===== src/rtl/mem_pkg.sv =====
// rtl/mem_pkg.sv - shared types and default widths for the memory controller
package mem_pkg;

  typedef enum logic [2:0] {
    CH_IDLE,
    CH_READ_WAITING,
    CH_WRITE_WAITING,
    CH_READ_RELAYING,
    CH_WRITE_RELAYING
  } channel_state_e;

  localparam int DEF_ADDR_BITS     = 8;
  localparam int DEF_DATA_BITS     = 16;
  localparam int DEF_NUM_CONSUMERS = 4;
  localparam int DEF_NUM_CHANNELS  = 1;

  // Index width that stays legal when there is only one consumer.
  function automatic int idx_bits(input int n);
    return (n > 1) ? $clog2(n) : 1;
  endfunction

endpackage


===== src/rtl/mem_channel_fsm.sv =====
// rtl/mem_channel_fsm.sv - one memory channel: claim a consumer, issue to memory, relay the result
module mem_channel_fsm
  import mem_pkg::*;
#(
  parameter int ADDR_BITS     = DEF_ADDR_BITS,
  parameter int DATA_BITS     = DEF_DATA_BITS,
  parameter int NUM_CONSUMERS = DEF_NUM_CONSUMERS,
  parameter int WRITE_ENABLE  = 1,
  localparam int IDX_BITS     = idx_bits(NUM_CONSUMERS)
) (
  input  logic                               clk,
  input  logic                               reset,
  input  logic [NUM_CONSUMERS-1:0]           read_valid,
  input  logic [NUM_CONSUMERS*ADDR_BITS-1:0] read_address,
  input  logic [NUM_CONSUMERS-1:0]           write_valid,
  input  logic [NUM_CONSUMERS*ADDR_BITS-1:0] write_address,
  input  logic [NUM_CONSUMERS*DATA_BITS-1:0] write_data,
  input  logic [NUM_CONSUMERS-1:0]           claimed,
  output logic [NUM_CONSUMERS-1:0]           take,
  output logic [NUM_CONSUMERS-1:0]           freed,
  input  logic                               mem_read_ready,
  input  logic                               mem_write_ready,
  output logic                               mem_read_valid,
  output logic [ADDR_BITS-1:0]               mem_read_address,
  output logic                               mem_write_valid,
  output logic [ADDR_BITS-1:0]               mem_write_address,
  output logic [DATA_BITS-1:0]               mem_write_data,
  output logic                               read_done,
  output logic                               write_done,
  output logic                               read_capture,
  output logic [IDX_BITS-1:0]                idx
);

  channel_state_e        state, state_next;
  logic [IDX_BITS-1:0]   idx_q, idx_next;
  logic [ADDR_BITS-1:0]  addr_q, addr_next;
  logic [DATA_BITS-1:0]  data_q, data_next;
  logic                  found;

  always_ff @(posedge clk) begin
    if (reset) begin
      state  <= CH_IDLE;
      idx_q  <= '0;
      addr_q <= '0;
      data_q <= '0;
    end else begin
      state  <= state_next;
      idx_q  <= idx_next;
      addr_q <= addr_next;
      data_q <= data_next;
    end
  end

  always_comb begin
    state_next = state;
    idx_next   = idx_q;
    addr_next  = addr_q;
    data_next  = data_q;
    take       = '0;
    freed      = '0;
    found      = 1'b0;
    case (state)
      CH_IDLE: begin
        // Lowest unclaimed index wins; a read beats a write from the same consumer.
        for (int i = 0; i < NUM_CONSUMERS; i++) begin
          if (!found && !claimed[i]) begin
            if (read_valid[i]) begin
              found      = 1'b1;
              take[i]    = 1'b1;
              idx_next   = IDX_BITS'(i);
              addr_next  = read_address[i*ADDR_BITS +: ADDR_BITS];
              state_next = CH_READ_WAITING;
            end else if (WRITE_ENABLE != 0 && write_valid[i]) begin
              found      = 1'b1;
              take[i]    = 1'b1;
              idx_next   = IDX_BITS'(i);
              addr_next  = write_address[i*ADDR_BITS +: ADDR_BITS];
              data_next  = write_data[i*DATA_BITS +: DATA_BITS];
              state_next = CH_WRITE_WAITING;
            end
          end
        end
      end
      CH_READ_WAITING: begin
        if (mem_read_ready) state_next = CH_READ_RELAYING;
      end
      CH_WRITE_WAITING: begin
        if (mem_write_ready) state_next = CH_WRITE_RELAYING;
      end
      CH_READ_RELAYING: begin
        if (!read_valid[idx_q]) begin
          freed[idx_q] = 1'b1;
          state_next   = CH_IDLE;
        end
      end
      CH_WRITE_RELAYING: begin
        if (!write_valid[idx_q]) begin
          freed[idx_q] = 1'b1;
          state_next   = CH_IDLE;
        end
      end
      default: state_next = CH_IDLE;
    endcase
  end

  assign mem_read_valid    = (state == CH_READ_WAITING);
  assign mem_read_address  = addr_q;
  assign mem_write_valid   = (WRITE_ENABLE != 0) && (state == CH_WRITE_WAITING);
  assign mem_write_address = (WRITE_ENABLE != 0) ? addr_q : '0;
  assign mem_write_data    = (WRITE_ENABLE != 0) ? data_q : '0;
  assign read_done         = (state == CH_READ_RELAYING);
  assign write_done        = (WRITE_ENABLE != 0) && (state == CH_WRITE_RELAYING);
  assign read_capture      = (state == CH_READ_WAITING) && mem_read_ready;
  assign idx               = idx_q;

endmodule


===== src/rtl/mem_controller.sv =====
// rtl/mem_controller.sv - arbitrates consumer read/write requests onto memory channels
module mem_controller
  import mem_pkg::*;
#(
  parameter int ADDR_BITS     = DEF_ADDR_BITS,
  parameter int DATA_BITS     = DEF_DATA_BITS,
  parameter int NUM_CONSUMERS = DEF_NUM_CONSUMERS,
  parameter int NUM_CHANNELS  = DEF_NUM_CHANNELS,
  parameter int WRITE_ENABLE  = 1
) (
  input  logic                               clk,
  input  logic                               reset,
  input  logic [NUM_CONSUMERS-1:0]           consumer_read_valid,
  input  logic [NUM_CONSUMERS*ADDR_BITS-1:0] consumer_read_address,
  output logic [NUM_CONSUMERS-1:0]           consumer_read_ready,
  output logic [NUM_CONSUMERS*DATA_BITS-1:0] consumer_read_data,
  input  logic [NUM_CONSUMERS-1:0]           consumer_write_valid,
  input  logic [NUM_CONSUMERS*ADDR_BITS-1:0] consumer_write_address,
  input  logic [NUM_CONSUMERS*DATA_BITS-1:0] consumer_write_data,
  output logic [NUM_CONSUMERS-1:0]           consumer_write_ready,
  output logic [NUM_CHANNELS-1:0]            mem_read_valid,
  output logic [NUM_CHANNELS*ADDR_BITS-1:0]  mem_read_address,
  input  logic [NUM_CHANNELS-1:0]            mem_read_ready,
  input  logic [NUM_CHANNELS*DATA_BITS-1:0]  mem_read_data,
  output logic [NUM_CHANNELS-1:0]            mem_write_valid,
  output logic [NUM_CHANNELS*ADDR_BITS-1:0]  mem_write_address,
  output logic [NUM_CHANNELS*DATA_BITS-1:0]  mem_write_data,
  input  logic [NUM_CHANNELS-1:0]            mem_write_ready
);

  localparam int IDX_BITS = idx_bits(NUM_CONSUMERS);

  logic [NUM_CONSUMERS-1:0] claims;
  logic [NUM_CONSUMERS-1:0] claim_chain [NUM_CHANNELS+1];
  logic [NUM_CONSUMERS-1:0] ch_take     [NUM_CHANNELS];
  logic [NUM_CONSUMERS-1:0] ch_freed    [NUM_CHANNELS];
  logic [IDX_BITS-1:0]      ch_idx      [NUM_CHANNELS];
  logic [NUM_CHANNELS-1:0]  ch_read_done, ch_write_done, ch_capture;
  logic [NUM_CONSUMERS-1:0] all_freed;
  logic [DATA_BITS-1:0]     rdata_q     [NUM_CONSUMERS];

  // Each channel sees the registered claims plus whatever earlier channels take this cycle.
  assign claim_chain[0] = claims;

  for (genvar c = 0; c < NUM_CHANNELS; c++) begin : g_ch
    assign claim_chain[c+1] = claim_chain[c] | ch_take[c];

    mem_channel_fsm #(
      .ADDR_BITS     (ADDR_BITS),
      .DATA_BITS     (DATA_BITS),
      .NUM_CONSUMERS (NUM_CONSUMERS),
      .WRITE_ENABLE  (WRITE_ENABLE)
    ) u_fsm (
      .clk               (clk),
      .reset             (reset),
      .read_valid        (consumer_read_valid),
      .read_address      (consumer_read_address),
      .write_valid       (consumer_write_valid),
      .write_address     (consumer_write_address),
      .write_data        (consumer_write_data),
      .claimed           (claim_chain[c]),
      .take              (ch_take[c]),
      .freed             (ch_freed[c]),
      .mem_read_ready    (mem_read_ready[c]),
      .mem_write_ready   (mem_write_ready[c]),
      .mem_read_valid    (mem_read_valid[c]),
      .mem_read_address  (mem_read_address[c*ADDR_BITS +: ADDR_BITS]),
      .mem_write_valid   (mem_write_valid[c]),
      .mem_write_address (mem_write_address[c*ADDR_BITS +: ADDR_BITS]),
      .mem_write_data    (mem_write_data[c*DATA_BITS +: DATA_BITS]),
      .read_done         (ch_read_done[c]),
      .write_done        (ch_write_done[c]),
      .read_capture      (ch_capture[c]),
      .idx               (ch_idx[c])
    );
  end

  always_comb begin
    all_freed            = '0;
    consumer_read_ready  = '0;
    consumer_write_ready = '0;
    for (int c = 0; c < NUM_CHANNELS; c++) begin
      all_freed = all_freed | ch_freed[c];
      if (ch_read_done[c])  consumer_read_ready[ch_idx[c]]  = 1'b1;
      if (ch_write_done[c]) consumer_write_ready[ch_idx[c]] = 1'b1;
    end
  end

  always_ff @(posedge clk) begin
    if (reset) begin
      claims <= '0;
      for (int i = 0; i < NUM_CONSUMERS; i++) rdata_q[i] <= '0;
    end else begin
      claims <= claim_chain[NUM_CHANNELS] & ~all_freed;
      for (int c = 0; c < NUM_CHANNELS; c++) begin
        if (ch_capture[c]) rdata_q[ch_idx[c]] <= mem_read_data[c*DATA_BITS +: DATA_BITS];
      end
    end
  end

  for (genvar i = 0; i < NUM_CONSUMERS; i++) begin : g_rdata
    assign consumer_read_data[i*DATA_BITS +: DATA_BITS] = rdata_q[i];
  end

endmodule


===== config.mk =====
export PLATFORM = sky130hd
export DESIGN_NAME = mem_controller
export DESIGN_NICKNAME = d
export VERILOG_FILES = /design/src/rtl/mem_pkg.sv /design/src/rtl/mem_channel_fsm.sv /design/src/rtl/mem_controller.sv
export SDC_FILE = /design/constraint.sdc
export NUM_CORES = 1
export LEC_CHECK = 0
export CORE_ASPECT_RATIO = 0.6
export CORE_UTILIZATION = 40
export CTS_CLUSTER_SIZE = 14
export DETAILED_ROUTE_END_ITERATION = 16
export PLACE_DENSITY = 0.8
export SLEW_MARGIN = 30
export SYNTH_ARGS = -nofsm -noshare
export SYNTH_HDL_FRONTEND = slang
export SYNTH_SLANG_ARGS = --single-unit

===== constraint.sdc =====
create_clock -name clk -period 2.2 [get_ports clk]
set_input_delay 0.22 -clock clk [delete_from_list [all_inputs] [get_ports clk]]
set_output_delay 0.22 -clock clk [all_outputs]
set_load 0.005 [all_outputs]

* Word-level counts from Yosys, hierarchy flattened
Memory sizes are Yosys's and may differ from the RTL's. Cells that the tools add are included.
Word-level totals: bits in writable memories 64, output and inout port bits 106, memories kept 1, logic and storage cells 127, register bits 33, input bits 156
Memory list:
- rdata_q | depth 4, width 16, rd ports 4, clocked after memory_dff 0, wr ports 4, RTL line mem_controller.sv:40 | logic [DATA_BITS-1:0] rdata_q [NUM_CONSUMERS];
Cells by class: eq/ne operators 8, bitwise logic cells 3, $lt $le $gt $ge 2, reduce and logical (&&, ||, !) cells 14, muxes and demuxes 94
Operators with widths (number):
- 16-bit two-way mux | 13
- 8-bit two-way mux | 12
- 3-bit two-way mux | 16
- 1-bit two-way mux | 30
- 2-bit two-way mux | 13
- 4-bit two-way mux | 5
- 16-bit OR reduction | 1
- 3-bit one-hot mux with 5 select lines | 1
- 4-bit one-hot mux with 2 select lines | 1
- 3-bit by 2-bit equality test with 1-bit output, second input constant | 2
- 1-bit zero test | 6
- 1-bit logical AND | 5
- 4-bit bitwise AND | 1
- 1-bit binary-select mux with 2-bit select | 2
- 2-bit by 1-bit != test with 1-bit output, second input constant | 2
- 2-bit != test, second input constant | 2
- 4-bit NOT | 1
- 4-bit bitwise OR | 1
- 4-bit AND reduction | 1
- 3-bit by 1-bit equality test with 1-bit output, second input constant | 1
- 3-bit equality test, second input constant | 1
- 3-bit zero test | 1
- 2-bit by 3-bit < comparator with 1-bit output, second input constant | 1
- 1-bit demux with 2-bit select | 1
- 2-bit by 1-bit greater-or-equal comparator with 1-bit output, second input constant | 1

* Logic depth before layout (Yosys ltp)
Gate-level depths: netlist (run 1).
depth in word-level cells 18, gate-level depth with buffers 8, gate-level depth less buffers 5

* Hierarchy
A second synthesis (run 1) with hierarchy kept.
Second synthesis, totals: cell total of the unflattened synthesis 550, area total of the unflattened synthesis 5241.3 um^2
By module, submodules not included:
- mem_channel_fsm | seq. area each 580.6 um^2, area an instance 2675.1 um^2, cells an instance 366, times used 1
- mem_controller | seq. area each 2001.9 um^2, area an instance 2566.2 um^2, cells an instance 184, times used 1

* Worst setup path after synthesis (run 1)
OpenSTA, ideal clock, no wires.
path kind reg-to-reg, start point reg g_ch[0].u_fsm.state[2], end point mem rdata_q[1][0] in the netlist's numbering, enable pin, data required time 1.866 ns, slack 0.423 ns, stages on the path, launching flop included 6, setup time 0.334 ns, clock period less this slack 1.777 ns, path buffers 1, arrival 1.443 ns, cell sequence dfxtp_1 buf_2 nand2b_4 nor4b_4 and2b_1 or2_2
RTL lines:
- start: declaration | RTL line mem_channel_fsm.sv:34 | channel_state_e state, state_next;
- start signal: assignment | RTL line mem_channel_fsm.sv:47 | state <= state_next;
- end: declaration | RTL line mem_controller.sv:40

* Worst setup path in the final report (run 1)
start point reg g_ch[0].u_fsm.state[0], end point out mem_read_valid
Between the ends: longest elaborated chain between the ends 1
RTL lines:
- 3-bit by 1-bit equality test with 1-bit output | RTL line mem_channel_fsm.sv:106 | assign mem_read_valid = (state == CH_READ_WAITING);
- end: declaration | RTL line mem_controller.sv:21 | output logic [NUM_CHANNELS-1:0] mem_read_valid,
No other way between the ends.

==> metrics, run 1 <==
Netlist cell types 56; crit-path max cell delay 0.60 ns; Hold EP g_ch[0].u_fsm.mem_write_data[9]; GR Util All Layers 25.9%; DRT Pass-1 Iters 4; CTS max path bufs 2; Sum Neg Setup Slack 0 ns; max-slew violations 0; Yosys top cell area share 36.9%; sw frac about 37%; Tmin final 2.05 ns; vias per inst 5.33; Wirelength per Cell roughly 18 microns; CP Class reg -> out; Max-Cap Viols 0; Layout area overhead 59.3%; pin count of the biggest net entering global routing 40; Syn Area/Cell 9.51 sq um; Max H-tree Level 3; final core utilization 67.0%; final wirelength 17400 microns; Worst-Margin Slew between 0.5 and 0.6 ns; Layout Nets approximately 960; die width 149 microns; Top Ports 262; Initial Util 42.0%; worst slack at placement 0.0261 ns; mapped cell area 5200 sq um; R2R setup slack 0.33 ns; syn nets approximately 700; critical path data required time between 1.5 and 2 ns; final worst slack 0.146 ns; Area contributors post-synth edfxtp_1 (37%), dfxtp_1 (13%), nor2_1 (6.9%); Syn Inst Count 547; # diodes 0; crit-path cells nand2b_4, nor2_1, clkdlybuf4s50_1; FILL cells ~960; status finished clean; fmax between 400 and 500 MHz; Comb power frac between 40% and 50%; Synth Register Bits 97; period utilisation layout 93.3%; Post-synth top cells nor2_1 (96), edfxtp_1 (64), nand2_1 (62); worst reg2reg path depth 5; post-synthesis sequential area ratio 49.7%; site row count 31; critical path fanouts, max 10; die area 13500 sq um; first-pass GRT wire length 27000 microns; slowest CP cell clkdlybuf4s50_1; vias in the first global route 5093; part of the power in the clock network 19.4%; clock root cell clkbuf_16; die height around 90 microns; DRT iter0 DRCs 356; critical path endpoint category output port; DRC errors left 0; worst min-delay path class in -> reg; CP Launch Type flop; initial antenna violation count 0; DR vias 5174; Psw just under 0.003 W; placed cells 955; worst rel slew slack 65.2%; port bufs 261; DP HPWL 13400 microns; area of the multi-input gates 2280 sq um; ANT nets after route 0; r2r endpoint g_ch[0].u_fsm.state[0]; gpl congestion 0.927; top-count cell post-synth nor2_1; Hold Startpoint consumer_write_data[41]; unrepaired setup endpoints after global routing false; Leak 3.16 nW; final clock skew 0.0107 ns; Internal between 0.004 and 0.005 W; Final setup viols 0; Layout Cells excl Fill 971; CTS tree built; CORE AREA 12400 sq um; Post-synth EDFFs 64; crit path DAT roughly 1.8 ns; worst skew pair latency 0.35 ns; Synth area leader edfxtp_1; sequential power share 33.4%; r2r startpoint g_ch[0].u_fsm.idx[0]; FF/Latch Area 2580 sq um; hold path depth 3; Remaining Overflow, GRT 0; clock sinks 97; worst IR drop on VDD around 480 uV; async set-reset flop share out of synthesis 0%; CTS buffer count 9; Synth Flop Type edfxtp_1; PwrDens 940 nW/um^2; yosys warns 0; share of cells above drive strength 1 9.55%; Hold Vio Cnt, Final 0; Clock Pin Slew Worst Setup and Hold Paths approximately 0.070 ns
-- cell usage in the layout (no fill, tap or decap), types with 3 or more instances in the layout --
cell / count
o22a_1: 8
and2_1: 15
nand2_2: 3
nand2_1: 61
edfxtp_1: 64
nand2b_1: 5
clkinv_4: 3
o21ai_0: 17
mux2i_1: 16
clkbuf_16: 9
o22ai_1: 17
dfxtp_1: 31
inv_1: 22
nor2_1: 94
a311oi_2: 7
clkinv_1: 3
nor2b_1: 3
a211oi_1: 3
o21ai_1: 4
clkdlybuf4s50_1: 260
buf_4: 28
a22oi_1: 15
or3_1: 10
nor3_1: 4
a21oi_1: 29
a31oi_1: 6
o2bb2ai_1: 8
o211ai_1: 16
-- state kept, by name (all words and copies together) (netlist names) --
signal,count
claims,4
g_ch.u_fsm.idx,2
g_ch.u_fsm.mem_read_address,8
g_ch.u_fsm.mem_write_data,16
g_ch.u_fsm.state,3
rdata_q,64
-- cell type report --
class | instances | area share (%)
clock buffers | 9 | 2.72
clock inverters | 7 | 0.740
inverters | 24 | 1.09
multi-input cells | 379 | 27.5
flip-flops and latches | 97 | 31.2
well taps | 165 | 2.49
repair buffers | 290 | 34.2
-- power by group through the flow --
stage	Combinational, W	Sequential [W]	Clock, W
3_5_place_dp	0.00363	0.00263	0
2_1_floorplan	0.00218	0.00254	0
4_1_cts	0.00365	0.00259	0.00154
5_1_grt	0.00404	0.00265	0.00161
3_3_place_gp	0.00355	0.00260	0
6_report	0.00368	0.00260	0.00151
-- routing by layer --
metal	GRT usage [%]	wire length (microns)	vias up
met3	5.00	1370	17
met5	0	0	-
met1	35.5	7660	2444
met4	5.61	199	0
li1	-	-	2473
met2	42.4	8130	240
-- worst max-delay path by stage --
stage,startpoint,end,depth (start not counted)
floorplan,g_ch[0].u_fsm.state[2],rdata_q[1][0],5
finish,g_ch[0].u_fsm.state[0],mem_read_valid,3
detailed placement,consumer_write_valid[0],g_ch[0].u_fsm.mem_read_address[1],7
global placement,consumer_write_valid[0],g_ch[0].u_fsm.mem_read_address[1],7
global route,g_ch[0].u_fsm.state[0],mem_read_valid,3
CTS,g_ch[0].u_fsm.state[1],consumer_write_ready[3],5
-- worst max-delay path, delay by kind of cell, from the launching register on --
family | cells | cell delay [ns]
buf+inv | 1 | 0.60
flops | 1 | 0.46
simple gates | 2 | 0.43
-- repair_timing --
item                                    in CTS  in global routing
pin swaps                                    0                  0
setup buffers                                0                  0
gates resized for setup                      2                  4
hold buffers                                 0                  0
endpoints found under the setup margin       5                  7
cloned                                       0                  0
-- through the flow --
stage | area [sq um] | hold slack, ns | total power [W]
2_1_floorplan | 5200 | 0.374 | 0.00471
3_3_place_gp | 7990 | 0.536 | 0.00615
3_5_place_dp | 7990 | 0.553 | 0.00626
4_1_cts | 8280 | 0.452 | 0.00778
5_1_grt | 8290 | 0.474 | 0.00829
6_report | 8290 | 0.463 | 0.00779
-- cells by family after synthesis --
| family | share of synthesized area (%) |
|---|---|
| compound gates | 21.1 |
| buf+inv | 6.90 |
| flops | 49.7 |
| mux | 3.95 |
| simple gates | 18.4 |
Note: power is estimated with default switching activity, not from simulation.
==> inputs of run 2 (changes only) <==
==> constraint.sdc (replaced) <==
create_clock -name clk -period 2.1 [get_ports clk]
set_input_delay 0.21 -clock clk [delete_from_list [all_inputs] [get_ports clk]]
set_output_delay 0.21 -clock clk [all_outputs]
set_load 0.005 [all_outputs]
==> metrics, run 2 (synthesis gave the netlist of run 1 again) <==
pin count of the biggest net entering global routing 40; wl on met1 between 7000 and 8000 microns; vias in the first global route 5096; CP Launch Type flop; unrepaired setup endpoints after global routing false; Final setup viols 0; DRT iter0 DRCs about 370; R2R setup slack 0.14 ns; part of the power in the clock network 19.1%; share of cells above drive strength 1 under 10%; delay-heaviest family, CP buffers and inverters; commonest non-fill, non-tap cell in the layout clkdlybuf4s50_1; Top Ports 262; Worst-Margin Slew 0.485 ns; Layout Cells excl Fill 973; sequential power share between 30% and 40%; crit path DAT 1.82 ns; CTS max path bufs 2; gpl congestion approximately 0.9; DRT Pass-1 Iters 5; ANT nets after route 0; Clock Pin Slew Worst Setup and Hold Paths 0.07 ns; CORE AREA 12400 sq um; fmax 493 MHz; Layout area overhead 59.8%; metal3 WL 1440 microns; placed cells 957; worst min-delay path class in -> reg; Max H-tree Level 3; Internal 0.00514 W; worst rel slew slack approximately two thirds; site row count 31; status finished clean; final worst slack 0.0708 ns; port bufs 261; top routing layer in use met4; CP Class reg -> out; critical path endpoint category output port; Wirelength per Cell 18.0 microns; PwrDens 986 nW/um^2; CTS tree built; critical path data required time 1.89 ns; r2r endpoint g_ch[0].u_fsm.idx[0]; die height 90.3 microns; FILL cells 937; hold-fix buffers at CTS 0; DP HPWL 13600 microns; crit path buf inv count 1; max-slew violations 0; crit-path max cell delay 0.60 ns; Critical Path End mem_read_valid; vias per inst 5.40; most frequent cells in the layout clkdlybuf4s50_1 (260), nor2_1 (95), edfxtp_1 (64); worst IR drop on VDD 533 uV; Max-Cap Viols 0; Leak 3.18 nW; critical path fanouts, max 9; routed wl met2 8120 microns; final clock skew 0.00712 ns; CTS buffer count 9; Layout Nets 959; clock sinks 97; initial antenna violation count 0; Initial Util between 40% and 50%; Psw 0.00306 W; # diodes 0; Comb power frac 47.8%; first-pass GRT wire length 27700 microns; Tmin final 2.03 ns; crit-path cells nand2b_4, nor2_1, clkdlybuf4s50_1; worst slack at placement -0.0511 ns; worst reg2reg path depth 6; r2r startpoint claims[2]; die area 13500 sq um; Most flops, register rdata_q; sw frac 37.3%; max FFs per register 64; period utilisation layout 96.6%; WP depth 3; total power 0.00820 W; die width 149 microns; slowest CP cell clkdlybuf4s50_1; DR vias 5250; final wirelength 17600 microns; clock root cell clkbuf_16; Hold Vio Cnt, Final 0; Critical Path Start g_ch[0].u_fsm.state[2]; GR Util All Layers 26.4%; worst skew pair latency 0.34 ns; Remaining Overflow, GRT 0; DRC errors left 0
[run 2: worst min-delay path, delay by kind of cell]
kind                   cells  cell delay [ns]
and+or+nand+nor            1             0.06
buffers and inverters      1             0.40
AOI/OAI and AO/OA          1             0.08
[run 2: through the flow]
stage | hold slack [ns] | utilization (%) | TNS [ns] | area (sq um)
5_1_grt | 0.470 | 67.2 | 0 | 8310
3_3_place_gp | 0.533 | 64.8 | 0 | 8010
2_1_floorplan | 0.364 | - | 0 | 5200
4_1_cts | 0.458 | 67.1 | 0 | 8310
3_5_place_dp | 0.548 | 64.8 | -0.259 | 8010
6_report | 0.466 | 67.2 | 0 | 8310
[run 2: worst min-delay path by stage]
stage	from	cells after the start	to	slack [ns]
5_1_grt	consumer_write_data[41]	3	g_ch[0].u_fsm.mem_write_data[9]	0.47
3_5_place_dp	g_ch[0].u_fsm.idx[1]	2	claims[1]	0.55
2_1_floorplan	consumer_write_data[32]	2	g_ch[0].u_fsm.mem_write_data[0]	0.36
6_report	consumer_write_data[41]	3	g_ch[0].u_fsm.mem_write_data[9]	0.47
4_1_cts	consumer_write_data[41]	3	g_ch[0].u_fsm.mem_write_data[9]	0.46
3_3_place_gp	claims[3]	2	claims[3]	0.53
[run 2: power groups by stage]
stage	Combinational [W]	Clock, W	Sequential [W]
global route	0.00427	0.00167	0.00276
CTS	0.00389	0.00160	0.00270
floorplan	0.00228	0	0.00266
global placement	0.00375	0	0.00272
detailed placement	0.00386	0	0.00274
finish	0.00392	0.00157	0.00271
[run 2: routing by layer]
layer,vias to the layer above,track usage [%]
met2,263,41.5
met5,-,0
li1,2482,-
met1,2475,35.9
met3,30,6.16
met4,0,8.67
[run 2: cell type report]
cell class | count | area, sq um | share of cell area (%)
multi-input combinational | 379 | 2280 | 27.4
timing repair buffer | 292 | 2870 | 34.5
sequential | 97 | 2580 | 31.1
clock buffer | 9 | 225 | 2.71
clock inverter | 7 | 61.3 | 0.738
tap | 165 | 206 | 2.48
inverter | 24 | 90.1 | 1.08
[run 2: timing repair]
action | CTS | global route
hold endpoints to repair | 0 | 0
setup endpoints to repair | 5 | 5
buffers inserted | 0 | 0
resized for setup | 3 | 2
==> inputs of run 3 (changes only) <==
--- a/config.mk
+++ b/config.mk
@@ -6,6 +6,7 @@
 export NUM_CORES = 1
 export LEC_CHECK = 0
 export CORE_ASPECT_RATIO = 0.6
+export CORE_MARGIN = 1.5
 export CORE_UTILIZATION = 40
 export CTS_CLUSTER_SIZE = 14
 export DETAILED_ROUTE_END_ITERATION = 16
==> metrics, run 3 (synthesis gave the netlist of run 1 again) <==
FILL cells 984; final wirelength 17700 microns; Remaining Overflow, GRT 0; DRT iter0 DRCs between 400 and 500; status finished clean; Final setup viols 0; pin count of the biggest net entering global routing 40; Clock Pin Slew Worst Setup and Hold Paths 0.07 ns; clock root cell clkbuf_16; Tmin final 2.04 ns; die area 13700 sq um; Layout area overhead 61.3%; DRC errors left 0; fmax 491 MHz; DRT Pass-1 Iters 5; critical path data required time 1.89 ns; gpl congestion 0.901; CTS tree built; CP Class reg -> out; worst skew pair latency between 0.3 and 0.4 ns; initial antenna violation count 0; critical path endpoint category output port; share of cells above drive strength 1 9.99%; CTS max path bufs 2; Max H-tree Level 3; DP HPWL 13600 microns; GR Util All Layers roughly a quarter; worst rel slew slack 64.4%; Hold Vio Cnt, Final 0; CTS buffer count 9; die height around 90 microns; Wirelength per Cell 18.0 microns; Leak about 3.2 nW; vias per inst 5.33; first-pass GRT wire length 27200 microns; Max-Cap Viols 0; Hold WS between 0.4 and 0.5 ns; critical path fanouts, max 9; placed cells 965; ANT nets after route 0; Worst-Margin Slew about 0.53 ns; Top Ports between 200 and 300; CORE AREA 12800 sq um; final clock skew 0.0100 ns; unrepaired setup endpoints after global routing false; port bufs 261; Layout Cells excl Fill a little under 1000; period utilisation layout 97.0%; CP Launch Type flop; total power 0.00829 W; site row count 32; Most flops, register rdata_q; max FFs per register 64; max-slew violations 0; clock sinks slightly below 100; crit path DAT ~1.8 ns; worst IR drop on VDD 618 uV; Layout Nets 962; most frequent cells in the layout clkdlybuf4s50_1 (260), nor2_1 (94), edfxtp_1 (64); Initial Util roughly two fifths; commonest non-fill, non-tap cell in the layout clkdlybuf4s50_1; vias in the first global route roughly 5300; DR vias 5227; worst min-delay path class in -> reg; # diodes 0; die width 150 microns; PwrDens between 900 and 1000 nW/um^2
==> run 3: cell type report <==
type / count / area, sq um / share of cell area, %
well taps: 170 / 213 / 2.54
flip-flops and latches: 97 / 2580 / 30.8
clock buffers: 9 / 225 / 2.68
multi-input cells: 379 / 2280 / 27.2
clock inverters: 7 / 66.3 / 0.791
inverters: 24 / 90.1 / 1.07
repair buffers: 295 / 2930 / 34.9
==> run 3: worst max-delay path, stage by stage, from the launching register on <==
cell	delay (ns)
dfxtp_2	0.38
nand2b_4	0.18
or2_4	0.27
nor2_1	0.12
clkdlybuf4s50_1	0.55
==> run 3: power breakdown <==
group	total [W]	internal, W	switching [W]
Combinational	0.00400	0.00197	0.00203
Sequential	0.00271	0.00241	0.000297
Clock	0.00158	0.000828	0.000756
Total	0.00829	0.00521	0.00308
==> run 3: worst paths after layout <==
check / from / endpoint / cells past startpoint / slack (ns)
setup / recovery: g_ch[0].u_fsm.state[2] / consumer_read_ready[3] / 4 / 0.06
hold / removal: consumer_write_data[47] / g_ch[0].u_fsm.mem_write_data[15] / 3 / 0.44
setup reg to reg: g_ch[0].u_fsm.idx[0] / g_ch[0].u_fsm.state[0] / 5 / 0.24
hold reg to reg: claims[3] / claims[3] / 2 / 0.56
==> run 3: through the flow <==
stage          cell area, sq um  setup slack [ns]  util [%]  setup TNS, ns
3_5_place_dp               8080           -0.0801      63.3         -0.690
3_3_place_gp               8080           0.00774      63.3              0
4_1_cts                    8380           0.00126      65.6              0
2_1_floorplan              5200             0.323         -              0
5_1_grt                    8390            0.0342      65.7              0
6_report                   8390            0.0629      65.7              0
==> run 3: metal layers <==
metal	wire length [microns]	share of wire, %	track usage [%]
met4	380	2.1	8.01
met2	8240	47	42.1
met3	1530	8.7	6.23
met5	0	0	0.385
met1	7550	43	33.8
==> run 3: timing repair <==
action	in CTS	in global routing
setup endpoints to repair	6	9
setup buffers	0	0
hold buffers	0	0
gates resized for setup	2	4
